--- src/rtl/vga_timing_pkg.sv ---
// Shared constants for the VGA timing generator: 640x480@60 defaults, totals,
// a ceiling-log2 helper and the colour-bit assignment of the test-pattern bars.
package vga_timing_pkg;

   localparam int unsigned CLK_DIV_DEF  = 4;
   localparam int unsigned H_ACTIVE_DEF = 640;
   localparam int unsigned H_FP_DEF     = 16;
   localparam int unsigned H_SYNC_DEF   = 96;
   localparam int unsigned H_BP_DEF     = 48;
   localparam int unsigned V_ACTIVE_DEF = 480;
   localparam int unsigned V_FP_DEF     = 10;
   localparam int unsigned V_SYNC_DEF   = 2;
   localparam int unsigned V_BP_DEF     = 33;

   localparam int unsigned H_TOTAL_DEF = H_ACTIVE_DEF + H_FP_DEF + H_SYNC_DEF + H_BP_DEF;
   localparam int unsigned V_TOTAL_DEF = V_ACTIVE_DEF + V_FP_DEF + V_SYNC_DEF + V_BP_DEF;

   // Test pattern: eight bars, bar index bits select full-scale R/G/B.
   localparam int unsigned NUM_BARS      = 8;
   localparam int unsigned BAR_RED_BIT   = 0;
   localparam int unsigned BAR_GREEN_BIT = 1;
   localparam int unsigned BAR_BLUE_BIT  = 2;

   // Ceiling log2, never below 1 so a counter always has at least one bit.
   function automatic int unsigned clog2(input int unsigned n);
      int unsigned r;
      r = 1;
      while ((64'd1 << r) < 64'(n)) begin
         r++;
      end
      return r;
   endfunction

endpackage

--- src/rtl/px_en_div.sv ---
// Pixel-enable divider: counts system clocks while enabled and strobes o_px_en
// for one clock out of every CLK_DIV. Holds its count while i_enb is low.
module px_en_div
   import vga_timing_pkg::*;
#(
   parameter int unsigned CLK_DIV = CLK_DIV_DEF
) (
   input  logic clk,
   input  logic i_sclr,
   input  logic i_enb,
   output logic o_px_en
);

   localparam int unsigned   DW       = clog2(CLK_DIV);
   localparam logic [DW-1:0] DIV_LAST = DW'(CLK_DIV - 1);

   logic [DW-1:0] div_q, div_d;

   // Next divider value: advance and wrap only while enabled.
   always_comb begin
      div_d = div_q;
      if (i_enb) begin
         div_d = (div_q == DIV_LAST) ? '0 : div_q + DW'(1);
      end
   end

   // Divider state with asynchronous clear.
   always_ff @(posedge clk or posedge i_sclr) begin
      if (i_sclr) begin
         div_q <= '0;
      end else begin
         div_q <= div_d;
      end
   end

   // Reset term keeps the strobe low during clear even when CLK_DIV is 1.
   assign o_px_en = i_enb & ~i_sclr & (div_q == DIV_LAST);

endmodule

--- src/rtl/vga_timing_gen.sv ---
// VGA timing generator and pixel output stage. Horizontal/vertical counters
// advance on each pixel strobe; markers are registered from the next counter
// values, and the colour/sync pins lag the counters by one pixel slot.
// Build option VGA_TIMING_PATTERN_EN replaces the external colour inputs with
// an internal eight-bar test pattern.
module vga_timing_gen
   import vga_timing_pkg::*;
#(
   parameter int unsigned CLK_DIV   = CLK_DIV_DEF,
   parameter int unsigned H_ACTIVE  = H_ACTIVE_DEF,
   parameter int unsigned H_FP      = H_FP_DEF,
   parameter int unsigned H_SYNC    = H_SYNC_DEF,
   parameter int unsigned H_BP      = H_BP_DEF,
   parameter int unsigned V_ACTIVE  = V_ACTIVE_DEF,
   parameter int unsigned V_FP      = V_FP_DEF,
   parameter int unsigned V_SYNC    = V_SYNC_DEF,
   parameter int unsigned V_BP      = V_BP_DEF,
   parameter bit          HSYNC_POL = 1'b0,
   parameter bit          VSYNC_POL = 1'b0,
   parameter int unsigned COLOR_W   = 4
) (
   input  logic                                                clk,
   input  logic                                                i_sclr,
   input  logic                                                i_enb,
   input  logic [COLOR_W-1:0]                                  i_red,
   input  logic [COLOR_W-1:0]                                  i_green,
   input  logic [COLOR_W-1:0]                                  i_blue,
   output logic                                                o_px_en,
   output logic [clog2(H_ACTIVE+H_FP+H_SYNC+H_BP)-1:0]         o_hidx,
   output logic [clog2(V_ACTIVE+V_FP+V_SYNC+V_BP)-1:0]         o_vidx,
   output logic                                                o_active,
   output logic                                                o_line_start,
   output logic                                                o_frame_start,
   output logic                                                o_vga_hsync,
   output logic                                                o_vga_vsync,
   output logic [COLOR_W-1:0]                                  o_vga_red,
   output logic [COLOR_W-1:0]                                  o_vga_green,
   output logic [COLOR_W-1:0]                                  o_vga_blue
);

   localparam int unsigned H_TOTAL = H_ACTIVE + H_FP + H_SYNC + H_BP;
   localparam int unsigned V_TOTAL = V_ACTIVE + V_FP + V_SYNC + V_BP;
   localparam int unsigned HW      = clog2(H_TOTAL);
   localparam int unsigned VW      = clog2(V_TOTAL);

   localparam logic [HW-1:0] H_LAST = HW'(H_TOTAL - 1);
   localparam logic [VW-1:0] V_LAST = VW'(V_TOTAL - 1);

   // Sync windows compared in 32 bits so an end equal to the total cannot wrap.
   localparam int unsigned H_SYNC_BEG = H_ACTIVE + H_FP;
   localparam int unsigned H_SYNC_END = H_ACTIVE + H_FP + H_SYNC;
   localparam int unsigned V_SYNC_BEG = V_ACTIVE + V_FP;
   localparam int unsigned V_SYNC_END = V_ACTIVE + V_FP + V_SYNC;

   logic px_en;

   logic [HW-1:0]      hidx_q, hidx_d;
   logic [VW-1:0]      vidx_q, vidx_d;
   logic               active_q, active_d;
   logic               line_q, line_d;
   logic               frame_q, frame_d;
   logic               hs_q, hs_d;
   logic               vs_q, vs_d;
   logic [COLOR_W-1:0] red_q, red_d;
   logic [COLOR_W-1:0] green_q, green_d;
   logic [COLOR_W-1:0] blue_q, blue_d;
   logic [COLOR_W-1:0] src_red, src_green, src_blue;

   px_en_div #(
      .CLK_DIV (CLK_DIV)
   ) u_px_en_div (
      .clk     (clk),
      .i_sclr  (i_sclr),
      .i_enb   (i_enb),
      .o_px_en (px_en)
   );

`ifdef VGA_TIMING_PATTERN_EN
   // Bar width assumes H_ACTIVE >= NUM_BARS.
   localparam int unsigned BAR_W = H_ACTIVE / NUM_BARS;

   logic [2:0] bar;
   logic       unused_src;

   assign unused_src = ^{i_red, i_green, i_blue};

   // Pattern source: bar index from the current column, saturating at the last bar.
   always_comb begin
      if ((32'(hidx_q) / BAR_W) >= (NUM_BARS - 1)) begin
         bar = 3'd7;
      end else begin
         bar = 3'(32'(hidx_q) / BAR_W);
      end
      src_red   = {COLOR_W{bar[BAR_RED_BIT]}};
      src_green = {COLOR_W{bar[BAR_GREEN_BIT]}};
      src_blue  = {COLOR_W{bar[BAR_BLUE_BIT]}};
   end
`else
   // External source: image generator drives colour for the current index.
   always_comb begin
      src_red   = i_red;
      src_green = i_green;
      src_blue  = i_blue;
   end
`endif

   // Counter advance and marker decode from the post-advance position.
   always_comb begin
      hidx_d   = hidx_q;
      vidx_d   = vidx_q;
      active_d = active_q;
      line_d   = 1'b0;
      frame_d  = 1'b0;
      if (px_en) begin
         if (hidx_q == H_LAST) begin
            hidx_d = '0;
            vidx_d = (vidx_q == V_LAST) ? '0 : vidx_q + VW'(1);
         end else begin
            hidx_d = hidx_q + HW'(1);
         end
         active_d = (32'(hidx_d) < H_ACTIVE) && (32'(vidx_d) < V_ACTIVE);
         line_d   = (hidx_d == '0);
         frame_d  = (hidx_d == '0) && (vidx_d == '0);
      end
   end

   // Pin stage: decode from the current (pre-advance) position, one slot behind.
   always_comb begin
      hs_d    = hs_q;
      vs_d    = vs_q;
      red_d   = red_q;
      green_d = green_q;
      blue_d  = blue_q;
      if (px_en) begin
         hs_d    = ((32'(hidx_q) >= H_SYNC_BEG) && (32'(hidx_q) < H_SYNC_END)) ?
                   HSYNC_POL : ~HSYNC_POL;
         vs_d    = ((32'(vidx_q) >= V_SYNC_BEG) && (32'(vidx_q) < V_SYNC_END)) ?
                   VSYNC_POL : ~VSYNC_POL;
         red_d   = active_q ? src_red   : '0;
         green_d = active_q ? src_green : '0;
         blue_d  = active_q ? src_blue  : '0;
      end
   end

   // All timing and pin state; counters park at the last position so the first
   // strobe lands on (0,0).
   always_ff @(posedge clk or posedge i_sclr) begin
      if (i_sclr) begin
         hidx_q   <= H_LAST;
         vidx_q   <= V_LAST;
         active_q <= 1'b0;
         line_q   <= 1'b0;
         frame_q  <= 1'b0;
         hs_q     <= ~HSYNC_POL;
         vs_q     <= ~VSYNC_POL;
         red_q    <= '0;
         green_q  <= '0;
         blue_q   <= '0;
      end else begin
         hidx_q   <= hidx_d;
         vidx_q   <= vidx_d;
         active_q <= active_d;
         line_q   <= line_d;
         frame_q  <= frame_d;
         hs_q     <= hs_d;
         vs_q     <= vs_d;
         red_q    <= red_d;
         green_q  <= green_d;
         blue_q   <= blue_d;
      end
   end

   assign o_px_en       = px_en;
   assign o_hidx        = hidx_q;
   assign o_vidx        = vidx_q;
   assign o_active      = active_q;
   // Pulses are suppressed while frozen even if one was just registered.
   assign o_line_start  = line_q & i_enb;
   assign o_frame_start = frame_q & i_enb;
   assign o_vga_hsync   = hs_q;
   assign o_vga_vsync   = vs_q;
   assign o_vga_red     = red_q;
   assign o_vga_green   = green_q;
   assign o_vga_blue    = blue_q;

endmodule

--- config.mk ---
export PLATFORM = sky130hd
export DESIGN_NAME = vga_timing_gen
export DESIGN_NICKNAME = d
export VERILOG_FILES = /design/src/rtl/vga_timing_pkg.sv /design/src/rtl/px_en_div.sv /design/src/rtl/vga_timing_gen.sv
export SDC_FILE = /design/constraint.sdc
export NUM_CORES = 1
export LEC_CHECK = 0
export CORE_ASPECT_RATIO = 0.5
export CORE_MARGIN = 2
export CORE_UTILIZATION = 51
export CTS_BUF_LIST = sky130_fd_sc_hd__clkbuf_8
export CTS_CLUSTER_DIAMETER = 50
export DETAILED_ROUTE_END_ITERATION = 12
export MAX_ROUTING_LAYER = met4
export PLACE_DENSITY = 0.82
export SYNTH_ARGS = -nofsm -noshare
export SYNTH_HDL_FRONTEND = slang
export SYNTH_SLANG_ARGS = --single-unit
--- constraint.sdc ---
create_clock -name clk -period 3 [get_ports clk]
set_input_delay 0.6 -clock clk [delete_from_list [all_inputs] [get_ports clk]]
set_output_delay 0.6 -clock clk [all_outputs]
set_load 0.05 [all_outputs]
* Word-level counts from Yosys, hierarchy flattened
Index checks and enable logic that the tools add are counted.
Cells by class: $add $sub $neg 3, $lt $le $gt $ge 6, equal/unequal tests 3, muxes and demuxes 13, bitwise operators 5, reductions and logical operators 6
Operators by type and width (number):
- 10-bit two-way mux | 5
- 10-bit by 1-bit adder with 10-bit output, second input constant | 2
- 10-bit == test, second input constant | 2
- 10-bit logical NOT | 2
- 10-bit < comparator, second input constant | 2
- 10-bit by 9-bit < comparator with 1-bit output, second input constant | 2
- 4-bit two-way mux | 3
- 10-bit greater-or-equal comparator, second input constant | 1
- 10-bit by 9-bit greater-or-equal comparator with 1-bit output, second input constant | 1
- 1-bit bitwise AND | 4
- 1-bit logical AND | 4
- 1-bit two-way mux | 4
- 2-bit by 1-bit adder with 2-bit output, second input constant | 1
- 2-bit == test, second input constant | 1
- 2-bit two-way mux | 1
- 1-bit NOT | 1
Word-level totals: register bits after elaboration 39, input port bits 15, word-level logic and storage cells 47

* Depth between registers and ports, before layout
Gate-level depths: netlist of the first run.
depth after elaboration 7, depth in mapped cells 9, depth with buffers taken out 8

* Modules after synthesis
From an unflattened synthesis of the first run, not the netlist that was laid out.
Unflattened totals: cells, all modules 238, area total of the unflattened synthesis 2277.2 um^2
Modules (own cells, without submodules):
- vga_timing_gen | instances 1, cells an instance 230, area an instance 2177.1 um^2, sequential area each 940.9 um^2
- px_en_div | instances 1, cells an instance 8, area an instance 100.1 um^2, sequential area each 50.0 um^2

* Worst setup path before layout of the first run
OpenSTA, ideal clock, no wires.
path type input -> output, start point in i_sclr, end point out o_px_en, data arrival time 2636 ps, data required time 2400 ps, slack -236 ps, stages on the path 4, buffers on the path 1, cell sequence inv_1 -> nand3_1 -> clkinv_1 -> clkbuf_1
Between the ends: word-level cells in the longest chain between the ends 3
RTL lines:
- from (decl) | line vga_timing_gen.sv:23 | input logic i_sclr,
- 1-bit NOT | line px_en_div.sv:37 | assign o_px_en = i_enb & ~i_sclr & (div_q == DIV_LAST);
- 1-bit bitwise AND (2 in series) | line px_en_div.sv:37
- to (decl) | line vga_timing_gen.sv:28 | output logic o_px_en,
Every way passes these cells.

* Worst setup path after layout of the first run
start point reg hidx_q[0], in the netlist o_hidx[0], end point reg frame_q
Between the ends: word-level cells in the longest chain between the ends 6, elaborated cells between the ends (all ways) 10
RTL lines:
- from (decl) | line vga_timing_gen.sv:57 | logic [HW-1:0] hidx_q, hidx_d;
- from (signal assigned) | line vga_timing_gen.sv:160 | hidx_q <= hidx_d;
- 10-bit by 1-bit adder with 10-bit output / 10-bit == test (equally long branches) | line vga_timing_gen.sv:119, vga_timing_gen.sv:115
- 10-bit two-way mux | line vga_timing_gen.sv:115 | if (hidx_q == H_LAST) begin
- 10-bit two-way mux | line vga_timing_gen.sv:114 | if (px_en) begin
- 10-bit logical NOT | line vga_timing_gen.sv:123 | frame_d = (hidx_d == '0) && (vidx_d == '0);
- 1-bit logical AND (*) | line vga_timing_gen.sv:123
- 1-bit two-way mux (*) | line vga_timing_gen.sv:114
- net frame_d | line vga_timing_gen.sv:61 | logic frame_q, frame_d;
- to (signal assigned) | line vga_timing_gen.sv:164 | frame_q <= frame_d;
- to (decl) | line vga_timing_gen.sv:61
Mark *: on every way through the listed nets, which the timed path passes. The rest lies on a longest branch. The select of a mux whose other input is x is not followed. A chain may end at the register's enable or synchronous reset.

==> metrics.txt, run 1 <==
outcome completed; min-delay worst type reg -> reg; Synth Flop Type dfrtp_1; pin count of the biggest net entering global routing 40; flop and latch count out of synthesis 39; Total Routing Usage GR 24.82%; Setup-failing EPs final 0; DRC viols 0; Resized Gates After CTS 0; depth of the worst register-to-register path 7; Distinct cells, synth 46; # rows 16; Overflow after GRT 0; CP max FO 8; # nets final 329; Critical Path Start Type flip-flop; CTS root buffer clkbuf_8; worst reg2reg path startpoint o_hidx[0]; Sink Count 39; Layout area overhead 31.35%; fill cell count 317; setup bufs post-CTS 0; worst-case vdd ir drop 0.0004372 V; Post-Route Setup TNS 0 ns; pwr dens 801.4 nW/um2; Worst-path clk slew 0.08 ns; final antenna-violating net count 0; H-tree depth 2; WP data arrival 2.97 ns; Die X 97.46 um; Slew HR 61.14%; via count 2069; Synth Area per Inst roughly 8.6 um2; Post-Syn Area roughly 2200 um2; syn_nets 281; fmax 360.4 MHz; post-synth top area share 30.34%; clock buffer depth 2; Yosys warning count 0; clk_lat worst skew about 0.3 ns; crit path from o_hidx[0]; die span in y 50.73 um; DP HPWL ~4000 um; min cycle time layout ~2.8 ns; post-synthesis sequential area ratio 44.49%; total power around 2.3 mW; synth top area cells dfrtp_1 (30%), dfstp_2 (14%), nand2_1 (8.8%), nand3_1 (5.6%), o21ai_0 (5.4%); Worst Setup End Kind flip-flop; R2R Path End frame_q; share of cells above drive strength 1 around 12%; post-cts hold buffer count 0; 1st-iter DRT viols approximately 210; Yosys top cell by area dfrtp_1; critical path class reg -> reg; Cells after Synth between 200 and 300; max_cap viols 0; LEAKAGE 1.218 nW; number of global-route vias before repair between 1500 and 2000; Routability Congestion 0.9414; TritonCTS Buffers 5; post-route clock skew 0.009577 ns; CTS tree done; Via density around 5.7; area of the multi-input gates 1135 um2; n_diodes 0; Pins Over Slew Limit 0; period utilisation layout between 90 and 100%; Die Area 4944 um2; CP endpoint frame_q; PortBufs between 50 and 60; WP data required 3.20 ns; FF/Latch Area 991.0 um2; I/O Pins 53; DR pass1 iterations 5; final wirelength 5559 um; RSZ-0062 raised after global routing false; worst slew pin tran around 0.58 ns; Avg WL per Cell 15.36 um; flop2flop setup slack 0.23 ns; Core Region 4044 um2; Starting Density 55.07%; FFs w/ async S/R, synth 100.0%; final hold vios 0; first-pass GRT wire length 9432 um; number of flops mapped to enable cells by yosys 0; initial antenna violation count 0
synth_stat cells, drive strengths merged (2+ instances only):
cell	number
nand3	25
buf	4
o21ai	24
dfstp	12
a21oi	8
ha	7
inv	10
a32o	2
mux2	2
dfrtp	27
nor3b	2
clkbuf	12
nand4	5
nor3	6
o22ai	2
and2	5
or3	2
nand2	52
xor2	4
o31ai	4
nor2	11
nand2b	2
xnor2	8
nor4	5
and3	2
metal layers:
| metal | share of wire, % | track usage (%) | vias to the layer above |
|---|---|---|---|
| met5 | 0 | - | - |
| met4 | 0.76 | 5.787 | 0 |
| met3 | 7.8 | 5.850 | 5 |
| met2 | 48 | 41.03 | 94 |
| met1 | 43 | 31.63 | 969 |
| li1 | - | - | 1001 |
worst min path at each step:
stage | from | to | slack [ns] | cells after the start
finish | o_vga_blue[1] | o_vga_blue[1] | 0.47 | 2
global route | o_vga_vsync | o_vga_vsync | 0.50 | 2
CTS | o_vga_red[3] | o_vga_red[3] | 0.48 | 2
detailed placement | o_vga_red[3] | o_vga_red[3] | 0.46 | 2
global placement | o_vga_vsync | o_vga_vsync | 0.45 | 2
floorplan | u_px_en_div.div_q[0] | u_px_en_div.div_q[0] | 0.46 | 1
flip-flops by register name (all words and copies together), names as in the netlist:
name               cells
o_hidx                10
o_vidx                10
o_vga_blue             4
o_vga_green            4
o_vga_red              4
u_px_en_div.div_q      2
frame_q                1
line_q                 1
o_active               1
o_vga_hsync            1
o_vga_vsync            1
worst max-delay path, cell delays in order, from the launching register on:
cell,delay [ns]
dfstp_2,0.61
ha_1,0.31
nand4_2,0.21
or4_1,0.55
o31ai_2,0.10
a31oi_2,0.08
or4b_4,0.53
nor4_2,0.27
report_power, final:
part	leakage, nW	switching [mW]	internal, mW
combinational	0.667	0.656	0.324
sequential	0.487	0.145	0.694
clock	0.0644	0.194	0.332
total	1.22	0.995	1.35
through the flow:
stage / hold slack, ns / utilization [%] / instance area (um2) / setup WS [ns] / cells
2_1_floorplan: 0.4569 / - / 2231 / 0.1965 / 259
4_1_cts: 0.4796 / 72.18 / 2919 / 0.1678 / 362
5_1_grt: 0.5005 / 72.34 / 2925 / 0.09801 / 362
6_report: 0.4744 / 72.34 / 2925 / 0.2251 / 362
3_3_place_gp: 0.4474 / 68.81 / 2783 / 0.3756 / 354
3_5_place_dp: 0.4602 / 68.81 / 2783 / 0.2237 / 354
cell type report:
class                   instances  area share, %
multi-input cells             193          38.79
well taps                      54          2.310
inverters                      11          1.540
clock buffers                   5          2.352
clock inverters                 3          2.310
repair buffers                 57          18.82
flip-flops and latches         39          33.88
cells by family after synthesis:
logic type	synth area share (%)
simple gates	27.08
flops	44.49
fa+ha+maj	3.932
mux	1.461
buf+inv	4.831
compound gates	13.48
xor+xnor	4.719
layout by cell type (no fill, tap or decap), drive strengths merged, types with 4 or more instances in the layout:
| cell type | n |
|---|---|
| ha | 7 |
| nand2 | 52 |
| buf | 8 |
| a21oi | 8 |
| clkdlybuf4s50 | 49 |
| nor2 | 11 |
| nand4 | 5 |
| dfrtp | 27 |
| nand3 | 25 |
| xor2 | 4 |
| o31ai | 4 |
| inv | 9 |
| and2 | 5 |
| xnor2 | 8 |
| dfstp | 12 |
| o21ai | 24 |
| nor3 | 6 |
| clkbuf | 5 |
| nor4 | 5 |
No activity file was read; power rests on OpenSTA's default activity.
==> inputs of run 2 (changes only) <==
CORE_UTILIZATION = 50   (was 51)
PLACE_DENSITY = 0.8   (was 0.82)
REMOVE_ABC_BUFFERS = 1   (was unset)
==> metrics.txt, run 2 (synthesis results as in run 1) <==
Core Region 4339 um2 (+7.3%); crit path from o_hidx[0]; DRC viols 0 (unchanged); Post-Place Worst Slack 0.2319 ns (+0.008244 ns); Hold Crit Start o_vga_blue[0]; Met3 Wirelength 347 um (-20%); DR pass1 iterations 4 (-1); Die X 98.39 um (+0.95%); fmax 367.5 MHz (+2.0%); post-route cell area 2905 um2 (-0.68%); CP max FO 8 (unchanged); # nets final 329 (unchanged); fill cell count 356 (+12%); most common cell after layout, fill and taps aside nand2_1; TritonCTS Buffers 5 (unchanged); cell chain of the critical path ha_1 > nand4_2 > or4_1 > o31ai_2 > a31oi_2 > or4b_4 > nor4_2; Stages on worst setup path 7 (unchanged); PortBufs 52 (unchanged); worst-case vdd ir drop 0.0006663 V (+52%); final wirelength 5458 um (-1.8%); Worst-path clk slew 0.08 ns (about the same); CTS root buffer clkbuf_8; Flop pwr share 37.7% (+2.0 points); R2R Path End frame_q; via count 2069 (unchanged); final hold vios 0 (unchanged); Total Routing Usage GR 23.65% (-1.2 points); max_cap viols 0 (unchanged); worst slew pin tran 0.5631 ns (-0.01528 ns); placed cells 357 (+0.85%); post-route clock skew 0.009789 ns (+0.0002119 ns); Pins Over Slew Limit 0 (unchanged); I/O Pins 53 (unchanged); CTS tree done; WP data required 3.21 ns (about the same); hold_ws 0.4681 ns (-0.006269 ns); # rows 17 (+1); depth of the worst register-to-register path 7 (unchanged); first-pass GRT wire length 9108 um (-3.4%); n_diodes 0 (unchanged); worst reg2reg path startpoint o_hidx[0]; Cell Count, Final, Fillers Out 365 (+0.83%); Avg WL per Cell 14.95 um (-2.6%); Slew HR 62.17% (+1.0 points); clock group share of total power 18.1% (-4.3 points); Switch Pwr 983.3 uW (-1.2%); RSZ-0062 raised after global routing false; slowest CP cell dfstp_2; share of cells above drive strength 1 11.69% (-0.32 points); Critical Path Start Type flip-flop; H-tree depth 2 (unchanged); Post-DP Area 2795 um2 (+0.45%); Sink Count 39 (unchanged); Setup-failing EPs final 0 (unchanged); post-cts hold buffer count 0 (unchanged); number of global-route vias before repair 1865 (-4.1%); commonest cells after routing, fill and taps aside nand2_1 (52), clkdlybuf4s50_1 (49), dfrtp_1 (27), nand3_1 (25), o21ai_0 (24); Layout area overhead 30.45%; final core utilization 66.96% (-5.4 points); Starting Density 51.33% (-3.7 points); WP data arrival 2.93 ns (-0.04 ns); Via density 5.668 (-0.82%); initial antenna violation count 0 (unchanged); 1st-iter DRT viols 205 (-0.49%); LEAKAGE 1.212 nW (-0.48%); final setup margin 0.2789 ns (+0.05375 ns); clk_lat worst skew 0.30 ns (about the same); Post-Route Setup TNS 0 ns (unchanged); slowest stage delay, CP 0.60 ns (about the same); min cycle time layout 2.721 ns (-0.05375 ns); sw frac 44.43% (+2.0 points); Overflow after GRT 0 (unchanged); outcome completed; period utilisation layout 90.70% (-1.8 points); DRT met1 WL 2586 um (+7.0%); Worst Setup End Kind flip-flop; combinational share of power 44.3% (+2.5 points); min-delay worst type reg -> reg; clock buffer depth 2 (unchanged); Crit path max-delay family simple AND/OR/NAND/NOR gates; Pint 1.230 mW (-8.9%); critical path class reg -> reg; final antenna-violating net count 0 (unchanged); CP endpoint frame_q; total power 2.213 mW (-5.6%); die span in y 51.20 um (+0.92%); Die Area 5037 um2 (+1.9%); highest routed layer met4; pwr dens 761.7 nW/um2 (-5.0%); met2 routed WL 2447 um (-8.1%); pin count of the biggest net entering global routing 40 (unchanged); Routability Congestion 0.9204 (-2.2%); flop2flop setup slack 0.28 ns (+0.05 ns); DP HPWL 3850 um (-3.8%); Buf+Inv Stages, Crit Path 0 (unchanged)
[run 2: cell type report]
type                            instances  area (um2)  area share (%)
Multi-Input combinational cell        193        1135           39.06
Sequential cell                        39       991.0           34.11
Timing Repair Buffer                   57       563.0           19.38
Clock buffer                            7       96.34           3.316
Tap cell                               57       71.32           2.455
Inverter                               11       41.29           1.421
Clock inverter                          1       7.507          0.2584
[run 2: repair_timing]
item,CTS,global route
resized for setup,0,1
setup endpoints to repair,0,1
buffers inserted,0,0
[run 2: tightest hold or removal path, cell delays in order (launching register included)]
cell and delay (ns):
dfrtp_1 0.35, nand2_1 0.05, nand2_1 0.05
[run 2: per-layer routing]
metal	up-vias	global-route usage (%)
li1	995	-
met1	1002	32.29
met2	63	35.37
met3	9	5.609
met4	0	7.534
met5	-	-
[run 2: worst min-delay path by stage]
stage                                      end  slack, ns  cells past startpoint
after floorplan           u_px_en_div.div_q[0]       0.46                      1
after global placement          o_vga_green[1]       0.45                      2
after detailed placement         o_vga_blue[0]       0.45                      2
after CTS                          o_vga_vsync       0.47                      2
after global routing               o_vga_vsync       0.49                      2
final                            o_vga_blue[0]       0.47                      2
[run 2: power groups by stage]
stage               registers, mW  logic, mW  clock network [mW]
finish                      0.834      0.979               0.400
global route                0.863       1.04               0.434
CTS                         0.835      0.986               0.410
detailed placement          0.846      0.982                   0
global placement            0.829      0.971                   0
floorplan                    1.26      0.204                   0
